==> config.mk <==
export PLATFORM = sky130hd
export DESIGN_NAME = ufp_line_responder
export DESIGN_NICKNAME = d
export VERILOG_FILES = /design/src/rtl/ufp_line_responder.sv
export SDC_FILE = /design/constraint.sdc
export NUM_CORES = 1
export LEC_CHECK = 0
export CAP_MARGIN = 20
export CORE_AREA = 2 2 253 255
export DETAILED_ROUTE_END_ITERATION = 16
export DIE_AREA = 0 0 255 257
export GPL_ROUTABILITY_DRIVEN = 0
export HOLD_SLACK_MARGIN = 0.02
export PLACE_DENSITY = 0.65
export SYNTH_ARGS = -nofsm -noshare
export SYNTH_HDL_FRONTEND = slang
export SYNTH_SLANG_ARGS = --single-unit
==> constraint.sdc <==
create_clock -name clk -period 8.3 [get_ports clk]
set_clock_uncertainty 0.1 [all_clocks]
set_input_delay 0.83 -clock clk [delete_from_list [all_inputs] [get_ports clk]]
set_output_delay 0.83 -clock clk [all_outputs]
set_load 0.02 [all_outputs]
==> src/rtl/ufp_line_responder.sv <==
// Single-line buffer responder for the ufp word interface. Read hits are served
// from the buffer, misses fill over dfp, and writes merge in and write through.
module ufp_line_responder #(
    parameter int unsigned LINE_BITS = 256
) (
    input  logic                 clk,
    input  logic                 rst_n,
    input  logic [31:0]          ufp_addr,
    input  logic [3:0]           ufp_rmask,
    input  logic [3:0]           ufp_wmask,
    input  logic [31:0]          ufp_wdata,
    output logic [31:0]          ufp_rdata,
    output logic                 ufp_resp,
    input  logic                 inv,
    output logic [31:0]          dfp_addr,
    output logic                 dfp_read,
    output logic                 dfp_write,
    output logic [LINE_BITS-1:0] dfp_wdata,
    input  logic [LINE_BITS-1:0] dfp_rdata,
    input  logic                 dfp_resp
);

    localparam int unsigned LINE_BYTES = LINE_BITS / 8;
    localparam int unsigned OFS        = $clog2(LINE_BYTES);
    localparam int unsigned TAG_W      = 32 - OFS;
    localparam int unsigned WSEL_W     = OFS - 2;

    typedef enum logic [2:0] {
        IDLE,
        LOOKUP,
        FILL,
        WRITE,
        DONE
    } state_t;

    state_t state, state_next;

    logic                 valid;
    logic [TAG_W-1:0]     tag;
    logic [LINE_BITS-1:0] line;
    logic [31:2]          req_addr;
    logic [3:0]           req_wmask;
    logic [31:0]          req_wdata;

    logic                 req_write;
    logic                 req_any;
    logic                 hit;
    logic [WSEL_W-1:0]    wsel;
    logic [31:0]          word_base;
    logic [31:0]          sel_word;
    logic [LINE_BITS-1:0] merged_line;
    logic                 addr_lsb_unused;

    assign addr_lsb_unused = ^ufp_addr[1:0];

    assign req_any   = (|ufp_rmask) || (|ufp_wmask);
    assign req_write = |req_wmask;
    assign hit       = valid && (tag == req_addr[31:OFS]);
    assign wsel      = req_addr[OFS-1:2];
    assign word_base = {{(27 - WSEL_W){1'b0}}, wsel, 5'b0};
    assign sel_word  = line[word_base +: 32];

    always_comb begin
        merged_line = line;
        for (int unsigned b = 0; b < 4; b++) begin
            if (req_wmask[b]) begin
                merged_line[word_base + b * 8 +: 8] = req_wdata[b * 8 +: 8];
            end
        end
    end

    always_ff @(posedge clk or negedge rst_n) begin
        if (!rst_n) begin
            state <= IDLE;
        end else begin
            state <= state_next;
        end
    end

    always_comb begin
        state_next = state;
        unique case (state)
            IDLE:    if (req_any) state_next = LOOKUP;
            LOOKUP:  state_next = hit ? (req_write ? WRITE : DONE) : FILL;
            FILL:    if (dfp_resp) state_next = LOOKUP;
            WRITE:   if (dfp_resp) state_next = DONE;
            DONE:    state_next = IDLE;
            default: state_next = IDLE;
        endcase
    end

    always_comb begin
        dfp_read  = 1'b0;
        dfp_write = 1'b0;
        dfp_addr  = '0;
        dfp_wdata = '0;
        ufp_resp  = 1'b0;
        ufp_rdata = '0;
        unique case (state)
            FILL: begin
                dfp_read = 1'b1;
                dfp_addr = {req_addr[31:OFS], {OFS{1'b0}}};
            end
            WRITE: begin
                dfp_write = 1'b1;
                dfp_addr  = {req_addr[31:OFS], {OFS{1'b0}}};
                dfp_wdata = line;
            end
            DONE: begin
                ufp_resp = 1'b1;
                if (!req_write) ufp_rdata = sel_word;
            end
            default: ;
        endcase
    end

    // inv is applied last so it wins over a coincident fill; the request then refills.
    always_ff @(posedge clk or negedge rst_n) begin
        if (!rst_n) begin
            valid     <= 1'b0;
            tag       <= '0;
            line      <= '0;
            req_addr  <= '0;
            req_wmask <= '0;
            req_wdata <= '0;
        end else begin
            if (state == IDLE && req_any) begin
                req_addr  <= ufp_addr[31:2];
                req_wmask <= ufp_wmask;
                req_wdata <= ufp_wdata;
            end
            if (state == LOOKUP && hit && req_write) begin
                line <= merged_line;
            end
            if (state == FILL && dfp_resp) begin
                line  <= dfp_rdata;
                tag   <= req_addr[31:OFS];
                valid <= 1'b1;
            end
            if (inv) begin
                valid <= 1'b0;
            end
        end
    end

endmodule
==> metrics.md <==
| Metric | Value |
|---|---|
| Crit. End Element | `primary output` |
| Setup violators final | `0` |
| Critical Path Fanout Max | `27` |
| Cts hold-fix bufs | `0` |
| Maximum vdd drop | `0.205 mV` |
| Critical Path RT | `~7.4 ns` |
| Buf/Inv on CP | `2` |
| Finished Layout Cells | `3744` |
| GRT Util Overall | `27.5%` |
| FILL cells | `5878` |
| Most frequent cells in the layout | `clkdlybuf4s50_1, nand2_1, dfrtp_1, and2_1, nor2_1` |
| Vias in the first global route | `21000` |
| Crit-path leading delay family | `simple AND/OR/NAND/NOR gates` |
| Max Root-Sink Buffers | `3` |
| Antenna viol nets, final | `0` |
| Status | `finished clean` |
| Worst setup SP type | `flop` |
| Post-DR vias/cell | `between 5 and 6` |
| PortBufs | `647` |
| Detailed-route via count | `20500` |
| Area Growth Syn to Fin | `39.2%` |
| Seq cells post-synth | `353` |
| Max Cap Violations | `0` |
| Nets | `~3200` |
| Worst-skew pair later-pin latency | `~0.56 ns` |
| Post-CTS sizing | `0` |
| P_leak | `between 10 and 15 nW` |
| CTS tree | `built` |
| Setup bufs post-CTS | `0` |
| Reg-to-reg slack, setup | `about 3.8 ns` |
| Final HPWL DP | `about 67000 um` |
| Mapped cell area | `21400 um2` |
| Placed cells | `between 3000 and 4000` |
| Hold crit path type | `in2async` |
| Sink Count | `around 350` |
| CTS H-tree lvls | `2` |
| Async S/R FF share, synth | `100%` |
| Worst Tran Pin Value | `~1.1 ns` |
| I/O pin total | `about 660` |
| GRT overflow | `0` |
| TritonCTS Buffers | `41` |
| Top FF cell, synth | `dfrtp_1` |
| Total Power | `around 0.011 W` |
| Power density over cell area | `370 nW/um2` |
| Syn Area/Cell | `just over 9 um2` |
| Top Usage Layer GRT | `met2` |
| Layout cells sized above 1 | `about 11%` |
| Number of synthesized flops with an enable pin | `0` |
| Hold Slack | `between 0.1 and 0.15 ns` |
| Met3 Track Usage GR | `6.06%` |
| Starting Density | `34.1%` |
| Final wirelength | `92200 um` |
| Core ar. | `between 60000 and 70000 um2` |
| Drt pass-1 iters | `5` |
| Max-slew violation count | `0` |
| Met2 usage | `44.4%` |
| Slowest library cell on the worst path | `nor4_1` |
| Avg WL per Cell | `roughly 25 um` |
| Crit path time final | `between 4 and 5 ns` |
| CP Data Arrival Time | `between 3 and 4 ns` |
| First-pass GRT wire length | `roughly 140000 um` |
| Library cells used by synthesis | `49` |
| Final hold vios | `0` |
| Commonest non-fill, non-tap cell in the layout | `clkdlybuf4s50_1` |
| Worst-path clk slew | `about 0.060 ns` |
| Met1 Use GR | `a little over a third` |
| Final Cell Area | `29800 um2` |
| Critical-path cell list | `nor4_1 -> nand2_2 -> buf_4 -> a21oi_1 -> clkdlybuf4s50_1` |
| Final TNS setup | `0 ns` |
| Iteration-0 DRC Markers | `1784` |
| Die Ht | `between 200 and 300 um` |
| Worst slew margin | `between 20% and 30%` |
| Synth warn | `0` |
| Die width | `around 260 um` |
| Full die area | `65500 um2` |
| Fmax | `203 MHz` |
| Slowest stage delay, CP | `0.82 ns` |
| Largest net degree at the start of global routing | `148` |
| Rows | `approximately 90` |
| Antenna violations before repair | `14` |
| Mapped Cells | `about 2300` |
| DRC violations left | `0` |
| Sequential element share of the synthesized area | `41.3%` |
| RSZ-0062 raised after global routing | `no` |
| Area post-placement | `between 20000 and 30000 um2` |
| Fin crit share | `59.3%` |
| WS Path Type | `reg2out` |
| CTS root buffer | `clkbuf_16` |
-- through the flow --
step / setup WS, ns / util, %
floorplan: 5.02 / -
global placement: 3.78 / 45.2
detailed placement: 3.63 / 45.2
CTS: 3.39 / 47.4
global route: 3.23 / 47.5
finish: 3.38 / 47.5
-- cell type report --
type | count | area, um2 | share of cell area [%]
repair buffers | 670 | 6700 | 22.5
flip-flops and latches | 353 | 8840 | 29.7
well taps | 846 | 1060 | 3.55
diodes | 12 | 30.0 | 0.101
inverters | 214 | 803 | 2.69
clock inverters | 14 | 159 | 0.533
multi-input cells | 1574 | 11000 | 36.8
clock buffers | 61 | 1240 | 4.17
-- logic make-up after synthesis --
kind of cell / share of synthesized area, %
AOI/OAI and AO/OA: 14.9
xor gates and xnor gates: 1.15
adders and majority gates: 0.468
buffers and inverters: 7.67
DFF: 41.3
muxes: 10.0
other: 0.0175
and+or+nand+nor: 24.6
-- sequential cells by signal, summed over array words and instances (netlist names) --
signal / flops
tag: 27
req_wdata: 32
line: 256
valid: 1
req_wmask: 4
req_addr: 30
state: 3
-- worst register-to-register path: cells and delay by family, from the launching register on --
family	cells	cell delay, ns
flip-flops	1	0.90
AO/OA/AOI/OAI	1	0.29
buffers and inverters	1	0.78
AND/OR/NAND/NOR	4	1.90
adder cells (fa/ha/maj)	1	0.41
-- cells in the mapped netlist (all sizes together), types with 38 or more instances --
cell type | n | area [um2]
inv | 212 | 796
and3 | 38 | 238
mux4 | 64 | 1440
nand2 | 403 | 1510
clkbuf | 105 | 394
nor2 | 213 | 800
mux2 | 62 | 698
and2 | 313 | 1960
buf | 101 | 444
nand3 | 60 | 300
dfrtp | 353 | 8830
a221oi | 200 | 2190
-- worst paths after layout --
check	startpoint	endpoint	cells after the start
setup / recovery	req_wmask[1]	ufp_rdata[14]	5
hold / removal	rst_n	req_addr[23]	1
setup reg to reg	req_addr[2]	line[42]	7
hold reg to reg	tag[4]	tag[4]	2
max in group asynchronous	rst_n	line[9]	2
min in group clk	tag[4]	tag[4]	2
-- routing by layer --
| metal | wire length, um | vias up |
|---|---|---|
| met4 | 4010 | 6 |
| met1 | 36600 | 10200 |
| li1 | - | 9004 |
| met2 | 43500 | 1124 |
| met3 | 8030 | 219 |
| met5 | 42 | - |
-- report_power, final --
part | internal (W) | leakage (nW) | switching (W)
Sequential | 0.00253 | 3.97 | 0.00112
Clock | 0.00113 | 0.682 | 0.000762
Combinational | 0.00266 | 7.79 | 0.00284
Total | 0.00631 | 12.4 | 0.00472
(Power assumes the default switching activity.)
